--- config.mk ---
export PLATFORM = sky130hd
export DESIGN_NAME = round_controller_flat
export DESIGN_NICKNAME = d
export VERILOG_FILES = /design/src/rtl/round_controller_if.sv /design/src/rtl/round_controller.sv /design/src/flat_wrapper.sv
export SDC_FILE = /design/constraint.sdc
export NUM_CORES = 1
export LEC_CHECK = 0
export ABC_AREA = 1
export BUFFER_PORTS_ARGS = -buffer_cell sky130_fd_sc_hd__buf_2
export CORE_UTILIZATION = 30
export CTS_BUF_LIST = sky130_fd_sc_hd__clkbuf_8
export CTS_CLUSTER_DIAMETER = 80
export DETAILED_ROUTE_END_ITERATION = 7
export GPL_ROUTABILITY_DRIVEN = 0
export PLACE_DENSITY = 0.58
export SKIP_LAST_GASP = 1
export SLEW_MARGIN = 25
export SYNTH_ARGS = -nofsm -noshare
export SYNTH_HDL_FRONTEND = slang
export SYNTH_SLANG_ARGS = --single-unit
--- constraint.sdc ---
create_clock -name vga_clk -period 2.4 [get_ports vga_clk]
set_input_delay 0.24 -clock vga_clk [delete_from_list [all_inputs] [get_ports vga_clk]]
set_output_delay 0.24 -clock vga_clk [all_outputs]
set_load 0.005 [all_outputs]
--- src/rtl/round_controller_if.sv ---
// Signal bundle between the VGA pixel pipeline / trigger input and the
// round controller. "master" is the side that produces pixel position,
// layer coverage and the trigger; "slave" is the round controller itself.
interface round_controller_if;
  logic       fire;         // raw trigger button, asynchronous to the frame
  logic [9:0] hcount;       // current VGA column
  logic [9:0] vcount;       // current VGA row
  logic       duck_draw;    // duck layer opaque at current pixel
  logic       shot_drawer;  // bullet layer opaque at current pixel
  logic       fire_pulse;   // one-cycle launch strobe to the shot builder
  logic [2:0] shots_left;   // remaining shots in magazine
  logic [7:0] score;        // hits this round
  logic [1:0] state;        // 0 IDLE, 1 PLAY, 2 RELOAD, 3 DONE
  logic       round_over;   // high while in DONE

  modport master (
    output fire, hcount, vcount, duck_draw, shot_drawer,
    input  fire_pulse, shots_left, score, state, round_over
  );

  modport slave (
    input  fire, hcount, vcount, duck_draw, shot_drawer,
    output fire_pulse, shots_left, score, state, round_over
  );
endinterface

--- src/rtl/round_controller.sv ---
// Round controller for a duck-shooting game on a VGA pixel clock.
// Debounces the trigger at frame rate, counts at most one hit per frame,
// tracks the magazine and sequences IDLE / PLAY / (RELOAD) / DONE.
// Optional feature macro: ROUND_CTRL_RELOAD_EN -- when defined, running out
// of shots enters a timed RELOAD state; when undefined it ends the round.
module round_controller #(
  parameter int MAX_SHOTS     = 3,   // shots per magazine (1..7)
  parameter int RELOAD_FRAMES = 30,  // frames spent reloading (1..255)
  parameter int WIN_SCORE     = 10   // hits that end a round (1..255)
) (
  input  logic              vga_clk,
  input  logic              reset,
  round_controller_if.slave bus
);

  localparam logic [1:0] S_IDLE = 2'd0;
  localparam logic [1:0] S_PLAY = 2'd1;
  localparam logic [1:0] S_DONE = 2'd3;
`ifdef ROUND_CTRL_RELOAD_EN
  localparam logic [1:0] S_RELOAD    = 2'd2;
  localparam logic [7:0] RELOAD_LAST = 8'(RELOAD_FRAMES - 1);
`endif
  // Encoding 2 is reserved for RELOAD and never produced without the feature.

  localparam logic [2:0] FULL_MAG = 3'(MAX_SHOTS);
  localparam logic [7:0] WIN_LVL  = 8'(WIN_SCORE);

  // Empty marker scope that only appears when a parameter is out of range.
  if (MAX_SHOTS < 1 || MAX_SHOTS > 7 || RELOAD_FRAMES < 1 || RELOAD_FRAMES > 255 ||
      WIN_SCORE < 1 || WIN_SCORE > 255) begin : g_param_out_of_range
  end

  logic       fire_meta_q, fire_sync_q;
  logic       frame_tick_q;
  logic       fire_smp_q, fire_smp_d;
  logic       hit_q, hit_d;
  logic [1:0] state_q, state_d;
  logic [2:0] shots_q, shots_d;
  logic [7:0] score_q, score_d;
  logic       pulse_q, pulse_d;
`ifdef ROUND_CTRL_RELOAD_EN
  logic [7:0] reload_cnt_q, reload_cnt_d;
`endif

  logic       hit_now;
  logic       fire_req;
  logic [7:0] score_bump;

  assign hit_now    = bus.duck_draw & bus.shot_drawer;
  // A request is a rising edge between two consecutive per-frame samples.
  assign fire_req   = frame_tick_q & fire_sync_q & ~fire_smp_q;
  // Score saturates rather than wrapping.
  assign score_bump = (score_q == 8'hFF) ? 8'hFF : score_q + 8'd1;

  // Next-state logic for the round FSM, magazine, score and hit latch.
  always_comb begin
    // NOTE: every output gets a default first so no path leaves a latch.
    state_d    = state_q;
    shots_d    = shots_q;
    score_d    = score_q;
    pulse_d    = 1'b0;
    hit_d      = hit_q;
    fire_smp_d = fire_smp_q;
`ifdef ROUND_CTRL_RELOAD_EN
    reload_cnt_d = reload_cnt_q;
`endif
    if (frame_tick_q) fire_smp_d = fire_sync_q;

    case (state_q)
      S_IDLE, S_DONE: begin
        // Hits outside active play are ignored; a press starts a new round.
        hit_d = 1'b0;
        if (fire_req) begin
          state_d = S_PLAY;
          shots_d = FULL_MAG;
          score_d = 8'd0;
        end
      end

      S_PLAY: begin
        hit_d = hit_q | hit_now;
        if (frame_tick_q) begin
          if (hit_q) begin
            // One hit per frame; pixels of this cycle start the next frame's latch.
            score_d = score_bump;
            hit_d   = hit_now;
            if (score_bump >= WIN_LVL) state_d = S_DONE;
          end else if (shots_q == 3'd0) begin
`ifdef ROUND_CTRL_RELOAD_EN
            state_d      = S_RELOAD;
            reload_cnt_d = 8'd0;
`else
            state_d = S_DONE;
`endif
          end
          // A win on this tick suppresses the launch so no pulse leaves PLAY.
          if (fire_req && shots_q != 3'd0 && state_d == S_PLAY) begin
            pulse_d = 1'b1;
            shots_d = shots_q - 3'd1;
          end
        end
      end

`ifdef ROUND_CTRL_RELOAD_EN
      S_RELOAD: begin
        // Hits still latch while reloading; presses are neither acted on nor queued.
        hit_d = hit_q | hit_now;
        if (frame_tick_q) begin
          if (reload_cnt_q == RELOAD_LAST) begin
            state_d      = S_PLAY;
            shots_d      = FULL_MAG;
            reload_cnt_d = 8'd0;
          end else begin
            reload_cnt_d = reload_cnt_q + 8'd1;
          end
        end
      end
`endif

      default: begin
        state_d = S_IDLE;
        hit_d   = 1'b0;
      end
    endcase
  end

  // Register stage: trigger synchroniser, frame tick and all FSM state.
  always_ff @(posedge vga_clk) begin
    // NOTE: reset is synchronous, so it is simply the first branch inside the clocked block.
    if (reset) begin
      fire_meta_q  <= 1'b0;
      fire_sync_q  <= 1'b0;
      frame_tick_q <= 1'b0;
      fire_smp_q   <= 1'b0;
      hit_q        <= 1'b0;
      state_q      <= S_IDLE;
      shots_q      <= 3'd0;
      score_q      <= 8'd0;
      pulse_q      <= 1'b0;
`ifdef ROUND_CTRL_RELOAD_EN
      reload_cnt_q <= 8'd0;
`endif
    end else begin
      // NOTE: non-blocking assignments so every register samples pre-edge values.
      fire_meta_q  <= bus.fire;
      fire_sync_q  <= fire_meta_q;
      frame_tick_q <= (bus.hcount == 10'd0) && (bus.vcount == 10'd0);
      fire_smp_q   <= fire_smp_d;
      hit_q        <= hit_d;
      state_q      <= state_d;
      shots_q      <= shots_d;
      score_q      <= score_d;
      pulse_q      <= pulse_d;
`ifdef ROUND_CTRL_RELOAD_EN
      reload_cnt_q <= reload_cnt_d;
`endif
    end
  end

  assign bus.fire_pulse = pulse_q;
  assign bus.shots_left = shots_q;
  assign bus.score      = score_q;
  assign bus.state      = state_q;
  assign bus.round_over = (state_q == S_DONE);

endmodule

--- src/flat_wrapper.sv ---
// flat-port wrapper written by rule: the top's interface ports become plain ports
module round_controller_flat 
#(
  parameter int MAX_SHOTS     = 3,                               
  parameter int RELOAD_FRAMES = 30,                                    
  parameter int WIN_SCORE     = 10                                    
)
  (vga_clk, reset, bus_fire, bus_hcount, bus_vcount, bus_duck_draw, bus_shot_drawer, bus_fire_pulse, bus_shots_left, bus_score, bus_state, bus_round_over);
  round_controller_if bus_i ();
  input  logic vga_clk;
  input  logic reset;
  input wire logic [$bits(bus_i.fire)-1:0] bus_fire;
  input wire logic [$bits(bus_i.hcount)-1:0] bus_hcount;
  input wire logic [$bits(bus_i.vcount)-1:0] bus_vcount;
  input wire logic [$bits(bus_i.duck_draw)-1:0] bus_duck_draw;
  input wire logic [$bits(bus_i.shot_drawer)-1:0] bus_shot_drawer;
  output wire logic [$bits(bus_i.fire_pulse)-1:0] bus_fire_pulse;
  output wire logic [$bits(bus_i.shots_left)-1:0] bus_shots_left;
  output wire logic [$bits(bus_i.score)-1:0] bus_score;
  output wire logic [$bits(bus_i.state)-1:0] bus_state;
  output wire logic [$bits(bus_i.round_over)-1:0] bus_round_over;
  assign bus_i.fire = bus_fire;
  assign bus_i.hcount = bus_hcount;
  assign bus_i.vcount = bus_vcount;
  assign bus_i.duck_draw = bus_duck_draw;
  assign bus_i.shot_drawer = bus_shot_drawer;
  assign bus_fire_pulse = bus_i.fire_pulse;
  assign bus_shots_left = bus_i.shots_left;
  assign bus_score = bus_i.score;
  assign bus_state = bus_i.state;
  assign bus_round_over = bus_i.round_over;
  round_controller #(.MAX_SHOTS(MAX_SHOTS), .RELOAD_FRAMES(RELOAD_FRAMES), .WIN_SCORE(WIN_SCORE)) u_core (.vga_clk(vga_clk), .reset(reset), .bus(bus_i));
endmodule
# Yosys cells after proc, flatten, opt, wreduce, memory -nomap -nowiden

Index checks and enable logic that the tools add are counted.
W data, S select, Z words.

Add/sub/neg operators: 2
Multipliers: 0
Div/mod/pow operators: 0
Magnitude comparators: 1
Equality and inequality tests: 8
Shift-type cells: 0
Mux-type cells: 20
Bitwise operators: 7
Reductions and logical operators: 15

Operator list:

| operator              | count |
|---|---|
| $mux W8               | 4 |
| $logic_not A10 Y1     | 2 |
| $pmux W8 S2           | 1 |
| $mux W2               | 7 |
| $mux W3               | 3 |
| $add A8 B1 Y8 const B | 1 |
| $eq A8 B8 Y1 const B  | 1 |
| $ge A8 B4 Y1 const B  | 1 |
| $ne A2 B1 Y1 const B  | 4 |
| $reduce_and A4 Y1     | 2 |
| $pmux W3 S2           | 1 |
| $eq A2 B1 Y1 const B  | 2 |
| $pmux W2 S2           | 1 |
| $reduce_or A2 Y1      | 2 |
| $and A1 B1 Y1         | 3 |
| $logic_and A1 B1 Y1   | 3 |
| $logic_not A3 Y1      | 1 |
| $mux W1               | 3 |
| $not A1 Y1            | 3 |
| $reduce_bool A3 Y1    | 1 |
| $reduce_or A3 Y1      | 1 |
| $sub A3 B1 Y3 const B | 1 |
| $eq A2 B2 Y1 const B  | 1 |
| $logic_not A2 Y1      | 1 |
| 3 further kinds       | 3 |

Bits in registers: 19
Bits in latches: 0
Memory bits (writable): 0
Bits in read-only memories: 0
Input port bits: 25
Logic and storage cells: 62
Memories: 0

# Logic depth before layout (Yosys ltp)

Depth after elaboration: 12
Depth in mapped cells: 13
Depth with buffers taken out: 13

# Least setup slack after synthesis

OpenSTA, ideal clock, no wires.

Path kind: register to register
Start point: reg u_core.state_q[1], in the netlist u_core.bus.state[1]
End point: reg u_core.score_q[1], in the netlist u_core.bus.score[1]
Data arrival time: 1.675 ns
Required time: 2.330 ns
Path slack: 0.655 ns
Cell stages (with the launch flop): 10
Path through: dfxtp_1 inv_1 ha_1 inv_1 o21ai_2 nor2_4 o21ai_4 nor2_8 o21ai_2 a21oi_1

Cells in the longest elaborated chain, start to end: 4
Elaborated cells on any way between the ends: 10

Ends and longest elaborated chain:

| element                                                             | RTL line                | source |
|---|---|---|
| from (decl)                                                         | round_controller.sv:37  | `logic [1:0] state_q, state_d;` |
| from (signal assigned)                                              | round_controller.sv:150 | `state_q <= state_d;` |
| $eq A2 B2 Y1 / $logic_not A2 Y1 (equally long branches)             | round_controller.sv:69  | `case (state_q)` |
| $reduce_or A2 Y1                                                    | round_controller.sv:69  |  |
| $ne A2 B1 Y1 (no line) / $reduce_bool A2 Y1 (equally long branches) | n/a                     |  |
| $reduce_and A4 Y1 (no line)                                         | n/a                     |  |
| to (signal assigned)                                                | round_controller.sv:152 | `score_q <= score_d;` |
| to (decl)                                                           | round_controller.sv:39  | `logic [7:0] score_q, score_d;` |

Parallel ways exist; a longest one is shown, timed or not.
A chain may end at the register's enable or synchronous reset.

# Final worst setup path

Start point: reg u_core.state_q[1], in the netlist u_core.bus.state[1]
End point: reg u_core.score_q[3], in the netlist u_core.bus.score[3]

Same word-level chain as after synthesis.

==> metrics <==
status=finished, final reports clean; Pleak=0.668 nW; kind of end point of the critical path=flop; cell count after synthesis=~160; CP Data Required Time=approximately 2.6 ns; Final Max Tran Viols=0; type of the worst setup path=reg2reg; first-pass GRT wire length=4060 um; routed len/inst=9.47 um; Fillers=approximately 400; fin crit period=1.99 ns; Power Dens Cells=between 600 and 700 nW/um^2; CTS root buffer=clkbuf_8; synthesized area per cell=roughly 7 um^2; core box area=~3500 um^2; postcts setup bufs=0; Hold WC Path Type=in2reg; post-cts hold buffer count=0; H-tree levels=1; Row Count=21; Antenna Violating Nets Remaining=0; largest net degree at the start of global routing=18; CTS tree=built; Setup TNS=0 ns; CTS buffer count=3; endpoints failing setup=0; Die Area=roughly 4000 um^2; total clock sinks=19; synth top area cells=dfxtp_1, nand2_1, a21oi_1; Skew-Pair Late Insertion Delay=about 0.26 ns; DRC=0; layout cells sized above 1=26.3%; post-cts resize count=0; unrepaired setup endpoints after global routing=no; IO Pins=40; Fmax=between 500 and 600 MHz; register area share after synthesis=approximately 34%; # nets final=between 200 and 250; antenna violations before repair=0; Yosys reg bits=19; clock buffer depth=2; commonest non-fill, non-tap cell in the layout=nand2_1; final hold violations=0; synth warn=0; Syn Nets=~200; drt first pass iters=4; most frequent cells in the layout=nand2_1, buf_2, inv_1; Worst Path Arrival=about 2.2 ns; Worst Path Max Fanout=9; # Max-Cap Violations=0; crit start category=flop; cell taking the most area after synthesis=dfxtp_1; Slew HR=between 70% and 80%; vias in the first global route=a little under 1,000; gr ovfl total=0; diode count=0; starting DRC count in detailed routing=46; Initial Utilization=approximately a third; P&R area growth vs syn=25.7%; Final Core Density=40.9%; Die Width=roughly 63 um; Synth top area share=between 30% and 40%; synthesized cell area=1130 um^2; dpl hpwl=roughly 1900 um; footprint of the multi-input gates=666 um^2; post-synthesis cell type count=23; storage element area=approximately 380 um^2; Buffers on Ports=39; VDD IR max=0.000235 V; Tot GR Track Use=12.7%; routed via count=roughly 1,100; Worst-path clk slew=approximately 0.070 ns; die height=approximately 63 um; DRT Wirelength=approximately 2400 um; drt via density=4.57; period utilisation layout=between 80% and 90%; clk_skew=around 0.0019 ns; Slew @ Worst Pin=0.359 ns
==> synth_stat cells, drive strengths merged <==
cell type and count:
a21oi 16, clkbuf 2, dfxtp 19, ha 6, inv 20, nand2 52
nand3 13, nand4 3, nor2 15, nor3 2, nor4 4, o21ai 7
o31ai 1, or2 1, or4 1, xnor2 2
==> where the power goes <==
| group | total [mW] | internal [mW] | switching, mW | leakage [nW] |
|---|---|---|---|---|
| clock network | 0.219 | 0.114 | 0.105 | 0.0269 |
| registers | 0.358 | 0.336 | 0.0221 | 0.154 |
| logic | 0.274 | 0.103 | 0.171 | 0.487 |
==> stage by stage <==
stage	hold WS, ns	setup slack, ns	area (um^2)	total power, mW	instances
2_1_floorplan	0.317	0.655	1130	0.567	164
3_5_place_dp	0.395	0.418	1370	0.643	247
5_1_grt	0.146	0.235	1420	0.914	251
6_report	0.140	0.410	1420	0.851	251
3_3_place_gp	0.395	0.398	1370	0.647	247
4_1_cts	0.133	0.396	1420	0.869	251
==> critical path, cell delays in order (launching register included) <==
cell and delay (ns):
dfxtp_1 0.39, inv_1 0.08, ha_1 0.28, inv_1 0.30, o21ai_2 0.15, nor2_4 0.19
o21ai_4 0.15, nor2_8 0.17, nand2_1 0.09, a21oi_1 0.12
==> worst paths after layout <==
kind                                           from             endpoint  depth (start not counted)  slack [ns]
worst max register to register  u_core.bus.state[1]  u_core.bus.score[3]                          9        0.41
worst min-delay path                  bus_hcount[1]  u_core.frame_tick_q                          2        0.14
worst max-delay path            u_core.bus.state[1]  u_core.bus.score[3]                          9        0.41
worst min register to register   u_core.fire_meta_q   u_core.fire_sync_q                          2        0.40
==> registers in the layout, summed over array words and instances, names as in the netlist <==
name / count
u_core.bus.state: 2
u_core.fire_sync_q: 1
u_core.bus.score: 8
u_core.hit_q: 1
u_core.bus.shots_left: 3
u_core.fire_meta_q: 1
u_core.bus.fire_pulse: 1
u_core.fire_smp_q: 1
u_core.frame_tick_q: 1
==> metal layers <==
layer / routed length [um] / GRT usage (%)
met5: 0 / 0
met4: 42 / 6.82
met3: 136 / 2.17
met2: 1020 / 20.5
met1: 1170 / 16.0
==> kinds of logic after synthesis <==
kind of cell	share of synthesized area [%]
AND/OR/NAND/NOR	37.9
XOR/XNOR	1.55
adder cells (fa/ha/maj)	6.65
flip-flops	33.7
AO/OA/AOI/OAI	12.9
buffers and inverters	7.32
==> layout make-up <==
cell class	count	area share, %
multi-input cells	123	46.9
flip-flops and latches	19	26.8
repair buffers	39	13.8
inverters	20	5.29
well taps	46	4.06
clock buffers	3	2.91
clock inverters	1	0.265
(Power assumes the default switching activity.)
